--- config.mk ---
export PLATFORM = sky130hd
export DESIGN_NAME = fpu_issue_arbiter
export DESIGN_NICKNAME = d
export VERILOG_FILES = /design/src/rtl/fpu_issue_arbiter.sv
export SDC_FILE = /design/constraint.sdc
export NUM_CORES = 1
export LEC_CHECK = 0
export ABC_AREA = 1
export BUFFER_PORTS_ARGS = -buffer_cell sky130_fd_sc_hd__buf_2
export CAP_MARGIN = 20
export CORE_MARGIN = 2
export CORE_UTILIZATION = 46
export CTS_CLUSTER_DIAMETER = 150
export DETAILED_ROUTE_END_ITERATION = 16
export GPL_ROUTABILITY_DRIVEN = 1
export GPL_TIMING_DRIVEN = 1
export PLACE_DENSITY_LB_ADDON = 0.25
export SLEW_MARGIN = 20
export SYNTH_ARGS = -nofsm -noshare
export SYNTH_HDL_FRONTEND = slang
export SYNTH_SLANG_ARGS = --single-unit
--- constraint.sdc ---
create_clock -name clk -period 2.3 [get_ports clk]
set_input_delay 0.46 -clock clk [delete_from_list [all_inputs] [get_ports clk]]
set_output_delay 0.46 -clock clk [all_outputs]
set_load 0.02 [all_outputs]
--- src/rtl/fpu_issue_arbiter.sv ---
// fpu_issue_arbiter: round-robin issue of NREQ requesters into one shared pipelined fadd/fsub unit
// Ports: clk, rstn (async active-low); hold blocks new grants;
//   req_valid/req_ready/req_x1/req_x2/req_sub/req_rd: per-requester op handshake, slice i for requester i;
//   fpu_x1/fpu_x2/fpu_flag/fpu_add: registered op into the unit; fpu_y/fpu_flagout/fpu_addout: its result;
//   res_valid/res_y/res_rd: one-cycle result pulse to the owning requester;
//   busy: anything in flight; err: sticky mismatch between tracked ops and the unit's flag/tag.
module fpu_issue_arbiter #(
    parameter int NREQ   = 2,
    parameter int NSTAGE = 3,
    parameter int MAXOUT = 4,
    parameter int IDW    = $clog2(NREQ)
) (
    input  logic                clk,
    input  logic                rstn,
    input  logic                hold,
    input  logic [NREQ-1:0]     req_valid,
    output logic [NREQ-1:0]     req_ready,
    input  logic [32*NREQ-1:0]  req_x1,
    input  logic [32*NREQ-1:0]  req_x2,
    input  logic [NREQ-1:0]     req_sub,
    input  logic [5*NREQ-1:0]   req_rd,
    output logic [31:0]         fpu_x1,
    output logic [31:0]         fpu_x2,
    output logic                fpu_flag,
    output logic [4:0]          fpu_add,
    input  logic [31:0]         fpu_y,
    input  logic                fpu_flagout,
    input  logic [4:0]          fpu_addout,
    output logic [NREQ-1:0]     res_valid,
    output logic [31:0]         res_y,
    output logic [4:0]          res_rd,
    output logic                busy,
    output logic                err
);
    localparam int CW = $clog2(MAXOUT + 1);
    logic [IDW-1:0] ptr, gid, idx;
    logic [CW-1:0] cnt [NREQ];
    logic [NREQ-1:0] elig, acc, ret;
    logic found, any_v, any_cnt;
    logic pv [NSTAGE+1];
    logic [IDW-1:0] pid [NSTAGE+1];
    logic [4:0] prd [NSTAGE+1];
    logic [31:0] x1, x2;
    logic [4:0] rd;
    logic sub;
    assign x1 = req_x1[32*gid +: 32];
    assign x2 = req_x2[32*gid +: 32];
    assign rd = req_rd[5*gid +: 5];
    assign sub = req_sub[gid];
    assign req_ready = acc;
    assign busy = fpu_flag | any_v | any_cnt;
    always_comb begin
        elig = '0;
        ret = '0;
        gid = ptr;
        idx = '0;
        found = 1'b0;
        any_v = 1'b0;
        any_cnt = 1'b0;
        for (int i = 0; i < NREQ; i++) begin
            elig[i] = req_valid[i] & ~hold & (cnt[i] < CW'(MAXOUT));
            ret[i] = pv[NSTAGE] && pid[NSTAGE] == IDW'(i);
            any_cnt = any_cnt | (cnt[i] != '0);
        end
        // NREQ is a power of two, so wrapping the pointer sum gives the modulo search order
        for (int k = 1; k <= NREQ; k++) begin
            idx = ptr + IDW'(k);
            if (!found && elig[idx]) begin
                found = 1'b1;
                gid = idx;
            end
        end
        for (int s = 0; s <= NSTAGE; s++) any_v = any_v | pv[s];
        // gating with rstn keeps req_ready low while reset is held
        acc = NREQ'(found & rstn) << gid;
    end
    always_ff @(posedge clk or negedge rstn) begin
        if (!rstn) begin
            ptr <= IDW'(NREQ - 1);
            fpu_x1 <= '0;
            fpu_x2 <= '0;
            fpu_flag <= 1'b0;
            fpu_add <= '0;
            res_valid <= '0;
            res_y <= '0;
            res_rd <= '0;
            err <= 1'b0;
            for (int s = 0; s <= NSTAGE; s++) begin
                pv[s] <= 1'b0;
                pid[s] <= '0;
                prd[s] <= '0;
            end
            for (int i = 0; i < NREQ; i++) cnt[i] <= '0;
        end else begin
            if (|acc) ptr <= gid;
            fpu_flag <= |acc;
            fpu_x1 <= |acc ? x1 : '0;
            fpu_x2 <= |acc ? {x2[31] ^ sub, x2[30:0]} : '0;
            fpu_add <= |acc ? rd : '0;
            pv[0] <= |acc;
            pid[0] <= gid;
            prd[0] <= |acc ? rd : '0;
            for (int s = 1; s <= NSTAGE; s++) begin
                pv[s] <= pv[s-1];
                pid[s] <= pid[s-1];
                prd[s] <= prd[s-1];
            end
            res_valid <= ret;
            if (pv[NSTAGE]) begin
                res_y <= fpu_y;
                res_rd <= fpu_addout;
            end
            for (int i = 0; i < NREQ; i++) cnt[i] <= cnt[i] + CW'(acc[i]) - CW'(ret[i]);
            if (pv[NSTAGE] != fpu_flagout || (pv[NSTAGE] && prd[NSTAGE] != fpu_addout)) err <= 1'b1;
        end
    end
endmodule

# Yosys cells after proc, flatten, opt, wreduce, memory -nomap -nowiden

Index checks and enable logic that the tools add are counted.

Register bits: 139
Bits in latches: 0
Memory bits (writable): 0
ROM bits: 0
Input port bits: 183
Output and inout port bits: 113
Word-level logic and storage cells: 74
Memories kept: 0

Add/sub/neg operators: 5
Multipliers: 1
Div/mod/pow operators: 0
Magnitude comparators: 5
Equal/unequal tests: 2
Shift operators: 4
Muxes and demuxes: 13
Bitwise logic cells: 14
Reductions and logical operators: 9

Operators by type and width:

| operator                                                                     | number |
|---|---|
| 64-bit by 7-bit indexed part select with 32-bit output                       | 2 |
| 32-bit 2-to-1 mux                                                            | 2 |
| 1-bit 2-to-1 mux                                                             | 10 |
| 10-bit by 5-bit indexed part select with 5-bit output                        | 1 |
| 3-bit by 1-bit adder with 3-bit output                                       | 2 |
| 1-bit by 2-bit less-than comparator with 1-bit output, second input constant | 3 |
| 3-bit less-than comparator, second input constant                            | 2 |
| 1-bit bitwise OR                                                             | 6 |
| 3-bit nonzero test                                                           | 2 |
| 3-bit by 1-bit subtractor with 3-bit output                                  | 2 |
| 1-bit AND                                                                    | 5 |
| 5-bit 2-to-1 mux                                                             | 1 |
| 5-bit inequality test                                                        | 1 |
| 1-bit logical AND                                                            | 4 |
| 3-bit by 1-bit multiplier with 4-bit output, first input constant            | 1 |
| 1-bit NOT                                                                    | 2 |
| 2-bit OR reduction                                                           | 1 |
| 1-bit by 1-bit << shifter with 2-bit output                                  | 1 |
| 1-bit adder, second input constant                                           | 1 |
| 1-bit logical NOT                                                            | 1 |
| 1-bit logical OR                                                             | 1 |
| 1-bit inequality test                                                        | 1 |
| 1-bit bitwise XOR                                                            | 1 |

# Logic depth before layout (Yosys ltp)

Gate-level depths: netlist of the first run.

Word-level depth: 13
Mapped depth: 9
Gate-level depth less buffers: 8

# Worst setup path before layout of the first run

Ideal clock, no wire load.

Path kind: input to register
Start point: in hold
End point: reg cnt[1] (netlist name)
Library setup time: 0.135 ns
Data arrival time: 1.945 ns
Required time: 2.165 ns
Slack: 0.219 ns
Stages: 8
Path buffers: 1
Path through: clkinv_2 > nand3_4 > nand2_1 > nand2_1 > buf_2 > nor2_1 > ha_1 > fa_1

Longest elaborated chain between the ends: 13
Elaborated cells between the ends (all ways): 19
Those cells by class: add/sub (2); shift (1); mux (8); bitwise (6); reduce/logical (2)

Ends and longest elaborated chain:

| what                                                | RTL line | text |
|---|---|---|
| start: declaration                                  | 15       | `input logic hold,` |
| 1-bit NOT *                                         | 61       | `elig[i] = req_valid[i] & ~hold & (cnt[i] < CW'(MAXOUT));` |
| 1-bit AND (2 in a row)                              | 61       |  |
| 1-bit 2-to-1 mux (not written as such) (2 in a row) | 68       | `if (!found && elig[idx]) begin` |
| 1-bit 2-to-1 mux                                    | 68       |  |
| 1-bit logical NOT                                   | 68       |  |
| 1-bit logical AND                                   | 68       |  |
| 1-bit 2-to-1 mux                                    | 68       |  |
| 1-bit AND                                           | 75       | `acc = NREQ'(found & rstn) << gid;` |
| 1-bit by 1-bit << shifter with 2-bit output *       | 75       |  |
| via req_ready[1]                                    | 17       | `output logic [NREQ-1:0] req_ready,` |
| 3-bit by 1-bit adder with 3-bit output *            | 113      | `for (int i = 0; i < NREQ; i++) cnt[i] <= cnt[i] + CW'(acc[i]) - CW'(ret[i]);` |
| 3-bit by 1-bit subtractor with 3-bit output *       | 113      |  |
| end: declaration                                    | 37       | `logic [CW-1:0] cnt [NREQ];` |

The timed path passes the listed nets; every way through them passes the cells marked *. The select of a mux whose other input is x is not followed.
A chain may end at the register's enable or synchronous reset.

# Worst setup path after layout of the first run

Start point: in rstn
End point: out req_ready[0]

Longest elaborated chain between the ends: 2

Ends and longest elaborated chain:

| what                                        | RTL line | text |
|---|---|---|
| start: declaration                          | 14       | `input logic rstn,` |
| 1-bit AND                                   | 75       |  |
| 1-bit by 1-bit << shifter with 2-bit output | 75       |  |
| end: declaration                            | 17       |  |

Every way passes these cells.

==> out/metrics.csv, run 1 <==
stage,metric,value,unit
status,status,"complete, no violations",
detailed_routing,vias per std cell,4.78,
clock_tree,Clock Pin Slew Worst Setup and Hold Paths,0.06,ns
global_routing,number of global-route vias before repair,4989,
finish,Layout Cells excl Fill,1041,
timing,post-route clock period utilization,94.2,%
placed_design,port bufs,295,
critical_path,CP required,1.84,ns
critical_path,CP Launch Type,primary input,
placed_design,Placed Cells,1009,
logic_synthesis,Post-Synth Adder-Cell Area,1.51,%
clock_tree,CTS tree,built,
finish,P&R area growth vs syn,34.5,%
power_and_ir_drop,sequential group share of total power,36.9,%
critical_path,Arrival @ worst endpoint,1.71,ns
placed_design,post-DP HPWL,10700,µm
critical_path,Critical Path Sink,req_ready[0],
timing,shortest period the worst path allows,2.17,ns
finish,Fillers,1061,
timing,Slew Limit Fails,0,
global_routing,largest net degree at the start of global routing,140,
timing,Fin. Hold Viols,0,
finish,most frequent cells in the layout,"294 x buf_2, 198 x nand2_1, 138 x dfrtp_1",
placed_design,gp weighted congestion,0.830,
flow_run,Max Cap Viol,0,
critical_path,worst reg-to-reg path cell count,6,
finish,share of cells above drive strength 1,46.4,%
power_and_ir_drop,Total Power,9.04,mW
logic_synthesis,Compound-Gate Fraction of Synth Area,0.693,%
logic_synthesis,YS warnings,0,
timing,fmax,0.461,GHz
logic_synthesis,syn_nets,766,
logic_synthesis,mux contribution to synthesized area,0,%
critical_path,crit path launch,rstn,
logic_synthesis,Synth Area in Simple Gates,31.0,%
critical_path,"Max FO, Critical Path",20,
logic_synthesis,Post-Syn Area,5950,µm²
timing,RSZ-0062 raised after global routing,false,
die,Total Die Area,13900,µm²
logic_synthesis,Post-Syn Instances,577,
detailed_routing,drt pass-1 iters,5,
finish,"commonest non-fill, non-tap cell in the layout",buf_2,
timing,Worst-Margin Slew,0.718,ns
logic_synthesis,largest family of logic cells by synthesized area,simple AND/OR/NAND/NOR gates,
timing,Slew headroom,52.1,%
clock_tree,Root Buffer Master,clkbuf_16,
power_and_ir_drop,power share of the combinational group,32.7,%
global_routing,gr usage total,22.2,%
die,Initial Utilization,47.2,%
critical_path,crit end category,output port,
global_routing,first-pass GRT wire length,24200,µm
power_and_ir_drop,Cell Int Power,5.67,mW
clock_tree,clk sinks,139,
critical_path,WS Path Type,in -> out,
detailed_routing,Routed WL,15000,µm
logic_synthesis,share of the synthesized area in the top cell type,58.0,%
critical_path,Reg2Reg Launch Point,cnt[5],
timing,Setup TNS,0,ns
timing,post-layout worst setup margin,0.133,ns
logic_synthesis,Post-Synth XOR/XNOR Area,0.735,%
clock_tree,postcts setup bufs,0,
finish,Antenna diodes,0,
clock_tree,Skew-Pair Late Insertion Delay,0.41,ns
detailed_routing,Antenna Nets Post-Route,0,
detailed_routing,DRC errors left,0,
die,core area,12600,µm²
critical_path,RR Endpoint,fpu_x1[11],
logic_synthesis,synthesized flop and latch total,139,
logic_synthesis,syn_area_per_cell,10.3,µm²
global_routing,antenna violations before repair,0,
timing,Finish-stage setup viols,0,
power_and_ir_drop,clock power share,30.4,%
global_routing,gr ovfl total,0,
min_path,worst hold path type,in -> reg,
die,Die Ht,118,µm
logic_synthesis,count of different cell masters after synthesis,28,
clock_tree,CTS H-Tree Depth,4,
detailed_routing,total vias in the final route,4972,
logic_synthesis,top post-synthesis cells by area,"dfrtp_1 58%, nand2_1 13%, nand3_2 10%",
detailed_routing,DR WL/cell,14.4,µm
die,Rows,41,
logic_synthesis,post-synth top area cell,dfrtp_1,
power_and_ir_drop,P_leak,4.60,nW
placed_design,DP Worst Slack,0.407,ns
clock_tree,CTS Buf Count,17,
finish,Nets,1046,
die,# IOs,296,
power_and_ir_drop,switching power,3.36,mW
die,die width,118,µm
clock_tree,worst-case clock buffer depth,2,
power_and_ir_drop,VDD IR max,1010,µV
power_and_ir_drop,Switching Share,37.2,%
critical_path,"reg-to-reg slack, setup",0.56,ns
power_and_ir_drop,Power Dens Cells,1130,nW/µm²
logic_synthesis,sequential share of the synthesized area,58.4,%
timing,Clock Skews,0.00569,ns
detailed_routing,initial drt markers,288,
==> power groups by stage <==
stage          registers, mW  clock network (mW)  logic, mW
3_3_place_gp            3.34                   0       2.91
3_5_place_dp            3.37                   0       2.98
6_report                3.33                2.75       2.95
2_1_floorplan           3.95                   0       1.45
4_1_cts                 3.34                2.82       2.99
5_1_grt                 3.40                2.94       3.25
==> cell usage after synthesis <==
master / instances
buf_6: 4
nand2_1: 199
dfrtp_1: 138
clkbuf_1: 6
nand3_4: 2
fa_1: 2
nand3_2: 60
xnor2_1: 2
inv_2: 3
dfstp_2: 1
o21ai_1: 2
a21oi_4: 1
xor2_1: 3
ha_1: 4
buf_4: 9
nand3_1: 77
o21ai_0: 2
buf_1: 1
buf_12: 7
nand2_2: 1
nor4_1: 1
clkinv_2: 1
buf_2: 14
nor2_1: 12
a21oi_1: 1
nand4_1: 3
inv_1: 20
buf_8: 1
==> how the worst min path moves through the flow <==
stage | endpoint | slack (ns) | depth (start not counted) | start
after floorplan | cnt[0] | 0.16 | 0 | rstn
after global placement | prd[2] | 0.30 | 1 | rstn
after detailed placement | prd[2] | 0.30 | 1 | rstn
after CTS | res_y[12] | 0.22 | 3 | fpu_y[12]
after global routing | res_y[13] | 0.24 | 3 | fpu_y[13]
final | res_y[12] | 0.25 | 3 | fpu_y[12]
==> critical path, stage by stage <==
cell           delay (ns)
dlygate4sd3_1        0.58
buf_8                0.19
nand2_1              0.11
nor2_2               0.15
buf_2                0.20
==> sequential cells by signal (all words and copies together) (netlist names) <==
name	count
cnt	6
err	1
fpu_add	5
fpu_x1	32
fpu_x2	32
pid	4
prd	15
ptr	1
pv	4
res_rd	5
res_valid	2
res_y	32
==> metrics by stage <==
step | util, % | instance area [µm²] | hold slack (ns)
after floorplan | - | 5950 | 0.164
after global placement | 58.5 | 7390 | 0.304
after detailed placement | 58.5 | 7390 | 0.304
after CTS | 63.3 | 7990 | 0.222
after global routing | 63.4 | 8010 | 0.238
final | 63.4 | 8010 | 0.247
==> area by class of cell <==
cell class                 instances  area, µm²  share of cell area, %
clock buffer                      18        429                   5.36
clock inverter                    13        168                   2.09
inverter                          24       91.3                   1.14
multi-input combinational        372       2030                   25.3
sequential                       139       3480                   43.5
tap                              172        215                   2.69
timing repair buffer             303       1590                   19.9
==> cell families (layout without fill, tap and decap cells) <==
group,Yosys count,after routing
adders and majority gates,6,6
AOI/OAI and AO/OA,6,6
DFF,139,139
xor gates and xnor gates,5,5
and+or+nand+nor,355,355
buffers and inverters,66,358
==> layer usage <==
metal | wire (µm) | vias up | share of wire [%] | global-route usage (%)
li1 | - | 2409 | - | -
met1 | 5590 | 2302 | 37 | 25.5
met2 | 7540 | 233 | 50 | 36.8
met3 | 1530 | 28 | 10 | 8.87
met4 | 310 | 0 | 2.1 | 9.19
met5 | 0 | - | 0 | 0
==> timing repair <==
item,4_1_cts,5_1_grt
endpoints found under the setup margin,0,2
gates resized for setup,0,3
endpoints found under the hold margin,16,0
hold buffers,1,0
No activity file was read; power rests on OpenSTA's default activity.
==> run 2: changes to the inputs <==
--- a/config.mk
+++ b/config.mk
@@ -15,6 +15,7 @@
 export GPL_ROUTABILITY_DRIVEN = 1
 export GPL_TIMING_DRIVEN = 1
 export PLACE_DENSITY_LB_ADDON = 0.25
+export REMOVE_ABC_BUFFERS = 1
 export SLEW_MARGIN = 20
 export SYNTH_ARGS = -nofsm -noshare
 export SYNTH_HDL_FRONTEND = slang
==> out/metrics.csv, run 2 (synthesis results as in run 1) <==
stage,metric,value,unit,change
critical_path,critical path's largest stage delay,0.59,ns,was 0.58 ns
power_and_ir_drop,clock power share,32.1,%,was 30.4%
timing,Setup TNS,0,ns,unchanged
finish,"commonest non-fill, non-tap cell in the layout",buf_2,,unchanged
die,Rows,41,,unchanged
clock_tree,Root Buffer Master,clkbuf_16,,unchanged
finish,top flop regs,"fpu_x1 x32, fpu_x2 x32, res_y x32",,unchanged
die,core area,12600,µm²,unchanged
clock_tree,clk sinks,139,,unchanged
power_and_ir_drop,power share of the combinational group,32.2,%,was 32.7%
power_and_ir_drop,switching power,3.39,mW,was 3.36 mW
timing,shortest period the worst path allows,2.22,ns,was 2.17 ns
timing,Slew Limit Fails,0,,unchanged
critical_path,Arrival @ worst endpoint,1.76,ns,was 1.71 ns
placed_design,DP Worst Slack,0.389,ns,was 0.407 ns
detailed_routing,Routed WL,15700,µm,was 15000 µm
timing,Slew headroom,57.5,%,was 52.1%
critical_path,WS Path Type,in -> out,,unchanged
detailed_routing,initial drt markers,316,,was 288
detailed_routing,total vias in the final route,5031,,was 4972
power_and_ir_drop,sequential group share of total power,35.7,%,was 36.9%
global_routing,gr ovfl total,0,,unchanged
critical_path,crit end category,output port,,unchanged
clock_tree,postcts setup bufs,0,,unchanged
power_and_ir_drop,Power Dens Cells,1160,nW/µm²,was 1130 nW/µm²
timing,post-route clock period utilization,96.4,%,was 94.2%
timing,post-layout worst setup margin,0.0832,ns,was 0.133 ns
timing,RSZ-0062 raised after global routing,false,,unchanged
global_routing,largest net degree at the start of global routing,128,,was 140
detailed_routing,drt pass-1 iters,6,,was 5
die,Initial Utilization,47.2,%,unchanged
critical_path,"Slowest-stage cell, CP",dlygate4sd3_1,,unchanged
detailed_routing,Antenna Nets Post-Route,0,,unchanged
finish,Fillers,1071,,was 1061
clock_tree,Clock Pin Slew Worst Setup and Hold Paths,0.06,ns,about the same
clock_tree,CTS Buf Count,17,,unchanged
detailed_routing,DR WL/cell,15.1,µm,was 14.4 µm
finish,share of cells above drive strength 1,46.4,%,about the same
min_path,Hold Crit Depth,3,,unchanged
placed_design,port bufs,295,,unchanged
placed_design,"Cell Area, Placed",7410,µm²,was 7390 µm²
critical_path,worst reg-to-reg path cell count,8,,was 6
timing,fmax,0.451,GHz,was 0.461 GHz
die,die width,118,µm,unchanged
global_routing,gr usage total,23.6,%,was 22.2%
clock_tree,CTS tree,built,,unchanged
global_routing,first-pass GRT wire length,25800,µm,was 24200 µm
die,# IOs,296,,unchanged
die,Die Ht,118,µm,unchanged
detailed_routing,vias per std cell,4.83,,was 4.78
critical_path,Reg2Reg Launch Point,cnt[5],,unchanged
critical_path,CP required,1.84,ns,about the same
finish,"Design Area, Final",8090,µm²,was 8010 µm²
critical_path,CP Launch Type,primary input,,unchanged
detailed_routing,DRC errors left,0,,unchanged
critical_path,CP bufs+invs,3,,unchanged
finish,P&R area growth vs syn,35.8,%,was 34.5%
min_path,hold_sp,fpu_y[4],,was fpu_y[12]
clock_tree,worst-case clock buffer depth,2,,unchanged
status,status,"complete, no violations",,unchanged
power_and_ir_drop,P_leak,4.65,nW,was 4.60 nW
global_routing,number of global-route vias before repair,5313,,was 4989
critical_path,RR Endpoint,cnt[5],,was fpu_x1[11]
critical_path,crit-path cells,dlygate4sd3_1 > buf_6 > nand2_1 > nor2_2 > buf_2,,was dlygate4sd3_1 > buf_8 > nand2_1 > nor2_2 > buf_2
critical_path,"reg-to-reg slack, setup",0.58,ns,was 0.56 ns
power_and_ir_drop,Cell Int Power,5.99,mW,was 5.67 mW
timing,Fin. Hold Viols,0,,unchanged
min_path,worst hold path type,in -> reg,,unchanged
timing,Clock Skews,0.00747,ns,was 0.00569 ns
placed_design,gp weighted congestion,0.819,,was 0.830
global_routing,antenna violations before repair,0,,unchanged
power_and_ir_drop,VDD IR max,712,µV,was 1010 µV
critical_path,CP top delay family,buffers and inverters,,unchanged
finish,Antenna diodes,0,,unchanged
die,Total Die Area,13900,µm²,unchanged
flow_run,Max Cap Viol,0,,unchanged
timing,Finish-stage setup viols,0,,unchanged
finish,Nets,1046,,unchanged
clock_tree,Skew-Pair Late Insertion Delay,0.42,ns,was 0.41 ns
clock_tree,CTS H-Tree Depth,4,,unchanged
power_and_ir_drop,Switching Share,36.1,%,was 37.2%
critical_path,"Max FO, Critical Path",15,,was 20
timing,Worst-Margin Slew,0.638,ns,was 0.718 ns
min_path,Worst Hold End,res_y[4],,was res_y[12]
placed_design,post-DP HPWL,11300,µm,was 10700 µm
finish,most frequent cells in the layout,"294 x buf_2, 198 x nand2_1, 138 x dfrtp_1",,unchanged
run 2: power by group through the flow:
stage	Clock [mW]	Sequential (mW)	Combinational, mW
after floorplan	0	3.98	1.16
after global placement	0	3.36	2.96
after detailed placement	0	3.38	3.04
final	3.01	3.35	3.02
after global routing	3.20	3.41	3.30
after CTS	3.07	3.35	3.05
run 2: per-layer routing:
| layer | wire [µm] | share of wire [%] | vias to the layer above | global-route usage [%] |
|---|---|---|---|---|
| met1 | 5830 | 37 | 2370 | 26.3 |
| li1 | - | - | 2405 | - |
| met4 | 275 | 1.7 | 0 | 8.28 |
| met2 | 8150 | 52 | 233 | 41.5 |
| met5 | 0 | 0 | - | 0 |
| met3 | 1490 | 9.5 | 23 | 8.67 |
run 2: worst max-delay path by stage:
stage	startpoint	to	slack (ns)	depth (start not counted)
final	rstn	req_ready[0]	0.08	5
after CTS	rstn	req_ready[0]	0.06	5
after floorplan	hold	cnt[2]	-1.21	8
after detailed placement	hold	cnt[5]	0.39	9
after global placement	hold	cnt[5]	0.46	9
after global routing	rstn	req_ready[1]	0.0002	5
run 2: final cells by class:
type	instances	area, µm²	share of cell area [%]
inverter	24	91.3	1.13
multi-input combinational	372	2030	25.1
clock inverter	11	190	2.35
sequential	139	3480	43.0
tap	172	215	2.66
timing repair buffer	303	1610	19.9
clock buffer	21	470	5.82
run 2: stage by stage:
step                cells  util [%]  power [mW]  hold slack (ns)
floorplan             535         -        5.15            0.164
global placement     1009      58.7        6.32            0.294
detailed placement   1009      58.7        6.42            0.298
CTS                  1042      64.0        9.47            0.230
global route         1042      64.1        9.91            0.239
finish               1042      64.1        9.37            0.248
run 2: worst reg2reg max path, cell delays in order, from the launching register on:
cell and delay [ns]:
dfrtp_1 0.41, inv_2 0.08, nand3_4 0.10, nand2_1 0.10
nand2_4 0.10, nor2_2 0.05, ha_1 0.22, fa_1 0.38
xor2_1 0.17
run 2: what timing repair did:
action                                 4_1_cts  5_1_grt
resized for setup                            0        2
setup endpoints to repair                    0        2
endpoints found under the hold margin       11        0
hold buffers                                 1        0
==> run 3: changes to the inputs <==
--- a/config.mk
+++ b/config.mk
@@ -14,6 +14,7 @@
 export DETAILED_ROUTE_END_ITERATION = 16
 export GPL_ROUTABILITY_DRIVEN = 1
 export GPL_TIMING_DRIVEN = 1
+export MAX_ROUTING_LAYER = met4
 export PLACE_DENSITY_LB_ADDON = 0.25
 export REMOVE_ABC_BUFFERS = 1
 export SLEW_MARGIN = 20
==> out/metrics.csv, run 3 (synthesis results as in run 1) <==
stage,metric,value,unit,change
status,status,"complete, no violations",,unchanged
die,Rows,41,,unchanged
timing,Worst-Margin Slew,0.637,ns,was 0.638 ns
detailed_routing,Routed WL,15700,µm,about the same
power_and_ir_drop,P_leak,4.65,nW,unchanged
timing,WHS,0.249,ns,was 0.248 ns
critical_path,Reg2Reg Launch Point,cnt[5],,unchanged
clock_tree,clk sinks,139,,unchanged
placed_design,port bufs,295,,unchanged
detailed_routing,total vias in the final route,5004,,was 5031
clock_tree,Root Buffer Master,clkbuf_16,,unchanged
detailed_routing,vias per std cell,4.80,,was 4.83
global_routing,gr usage total,24.3,%,was 23.6%
detailed_routing,initial drt markers,323,,was 316
die,# IOs,296,,unchanged
die,core area,12600,µm²,unchanged
critical_path,"Max FO, Critical Path",15,,unchanged
critical_path,crit end category,output port,,unchanged
power_and_ir_drop,VDD IR max,708,µV,was 712 µV
finish,Layout Cells excl Fill,1042,,unchanged
global_routing,met1 GRT Util,26.8,%,was 26.3%
power_and_ir_drop,Power Dens Cells,1160,nW/µm²,about the same
die,Initial Utilization,47.2,%,unchanged
global_routing,first-pass GRT wire length,25800,µm,about the same
finish,share of cells above drive strength 1,46.4,%,unchanged
timing,Finish-stage setup viols,0,,unchanged
finish,Antenna diodes,0,,unchanged
critical_path,CP Launch Type,primary input,,unchanged
global_routing,GRT busiest layer,met2,,unchanged
clock_tree,Clock Pin Slew Worst Setup and Hold Paths,0.06,ns,about the same
die,die width,118,µm,unchanged
timing,post-route clock period utilization,96.7,%,was 96.4%
critical_path,crit path launch,rstn,,unchanged
placed_design,post-DP HPWL,11300,µm,unchanged
global_routing,met3 usage,7.95,%,was 8.67%
critical_path,WS Path Type,in -> out,,unchanged
finish,"commonest non-fill, non-tap cell in the layout",buf_2,,unchanged
timing,Clock Skews,0.00749,ns,was 0.00747 ns
finish,most frequent cells in the layout,"294 x buf_2, 198 x nand2_1, 138 x dfrtp_1",,unchanged
finish,Nets,1046,,unchanged
placed_design,gp weighted congestion,0.831,,was 0.819
min_path,hold_sp,fpu_y[4],,unchanged
global_routing,antenna violations before repair,0,,unchanged
global_routing,grt met2 use,41.5,%,about the same
global_routing,largest net degree at the start of global routing,128,,unchanged
timing,fmax,0.450,GHz,was 0.451 GHz
critical_path,Arrival @ worst endpoint,1.76,ns,about the same
clock_tree,Skew-Pair Late Insertion Delay,0.42,ns,about the same
clock_tree,CTS Buf Count,17,,unchanged
critical_path,CP required,1.84,ns,about the same
finish,P&R area growth vs syn,35.8,%,unchanged
die,Die Ht,118,µm,unchanged
die,Total Die Area,13900,µm²,unchanged
flow_run,Max Cap Viol,0,,unchanged
detailed_routing,DR WL/cell,15.1,µm,about the same
timing,Fin. Hold Viols,0,,unchanged
timing,Slew Limit Fails,0,,unchanged
placed_design,"Cell Area, Placed",7410,µm²,unchanged
finish,top flop regs,"fpu_x1 x32, fpu_x2 x32, res_y x32",,unchanged
timing,RSZ-0062 raised after global routing,false,,unchanged
clock_tree,CTS tree,built,,unchanged
clock_tree,CTS H-Tree Depth,4,,unchanged
placed_design,Placed Cells,1009,,unchanged
global_routing,gr ovfl total,0,,unchanged
global_routing,number of global-route vias before repair,5318,,was 5313
detailed_routing,Antenna Nets Post-Route,0,,unchanged
timing,shortest period the worst path allows,2.22,ns,about the same
min_path,worst hold path type,in -> reg,,unchanged
timing,Slew headroom,57.5,%,about the same
finish,"Design Area, Final",8090,µm²,unchanged
detailed_routing,drt pass-1 iters,4,,was 6
detailed_routing,DRC errors left,0,,unchanged
clock_tree,worst-case clock buffer depth,2,,unchanged
clock_tree,postcts setup bufs,0,,unchanged
==> run 3: cell counts in the layout (fill, tap and decap cells not counted) <==
Identical to the previous run, type by type.
==> run 3: path summary, 6_finish.rpt <==
check                      cells past startpoint  slack (ns)      endpoint
hold reg to reg                                0        0.35        prd[1]
setup / recovery                               5        0.08  req_ready[0]
hold / removal                                 3        0.25      res_y[4]
max in group asynchronous                      3        0.94    fpu_x2[29]
min in group asynchronous                      2        0.51    fpu_x1[16]
setup reg to reg                               8        0.58        cnt[5]
==> run 3: timing repair <==
action	CTS	global route
resized for setup	0	2
hold endpoints to repair	11	0
hold buffers	1	0
endpoints found under the setup margin	0	2
==> run 3: final cells by class <==
type | count | area [µm²]
multi-input cells | 372 | 2030
well taps | 172 | 215
inverters | 24 | 91.3
clock inverters | 11 | 190
flip-flops and latches | 139 | 3480
repair buffers | 303 | 1610
clock buffers | 21 | 470
fillers | 1071 | 4530
==> run 3: per-layer routing <==
metal,up-vias,routed length (µm)
met5,-,0
met4,0,270
met3,21,1350
met2,213,8160
met1,2365,5940
li1,2405,-
==> run 3: metrics by stage <==
stage                     setup TNS, ns  total power, mW  utilization (%)  setup slack (ns)
after CTS                             0             9.47             64.0            0.0564
after global routing                  0             9.91             64.1          0.000194
after global placement                0             6.32             58.7             0.458
after detailed placement              0             6.42             58.7             0.389
after floorplan                  -69.64             5.15                -             -1.21
final                                 0             9.36             64.1            0.0759
==> run 3: power by group <==
group | switching (mW) | internal, mW | leakage [nW] | total, mW
registers | 0.277 | 3.07 | 1.83 | 3.35
clock network | 1.00 | 2.01 | 0.323 | 3.01
logic | 2.10 | 0.908 | 2.49 | 3.01
total | 3.38 | 5.99 | 4.65 | 9.36
==> run 3: worst max-delay path, cell delays in order <==
cell	delay, ns
dlygate4sd3_1	0.60
buf_6	0.21
nand2_1	0.13
nor2_2	0.17
buf_2	0.19
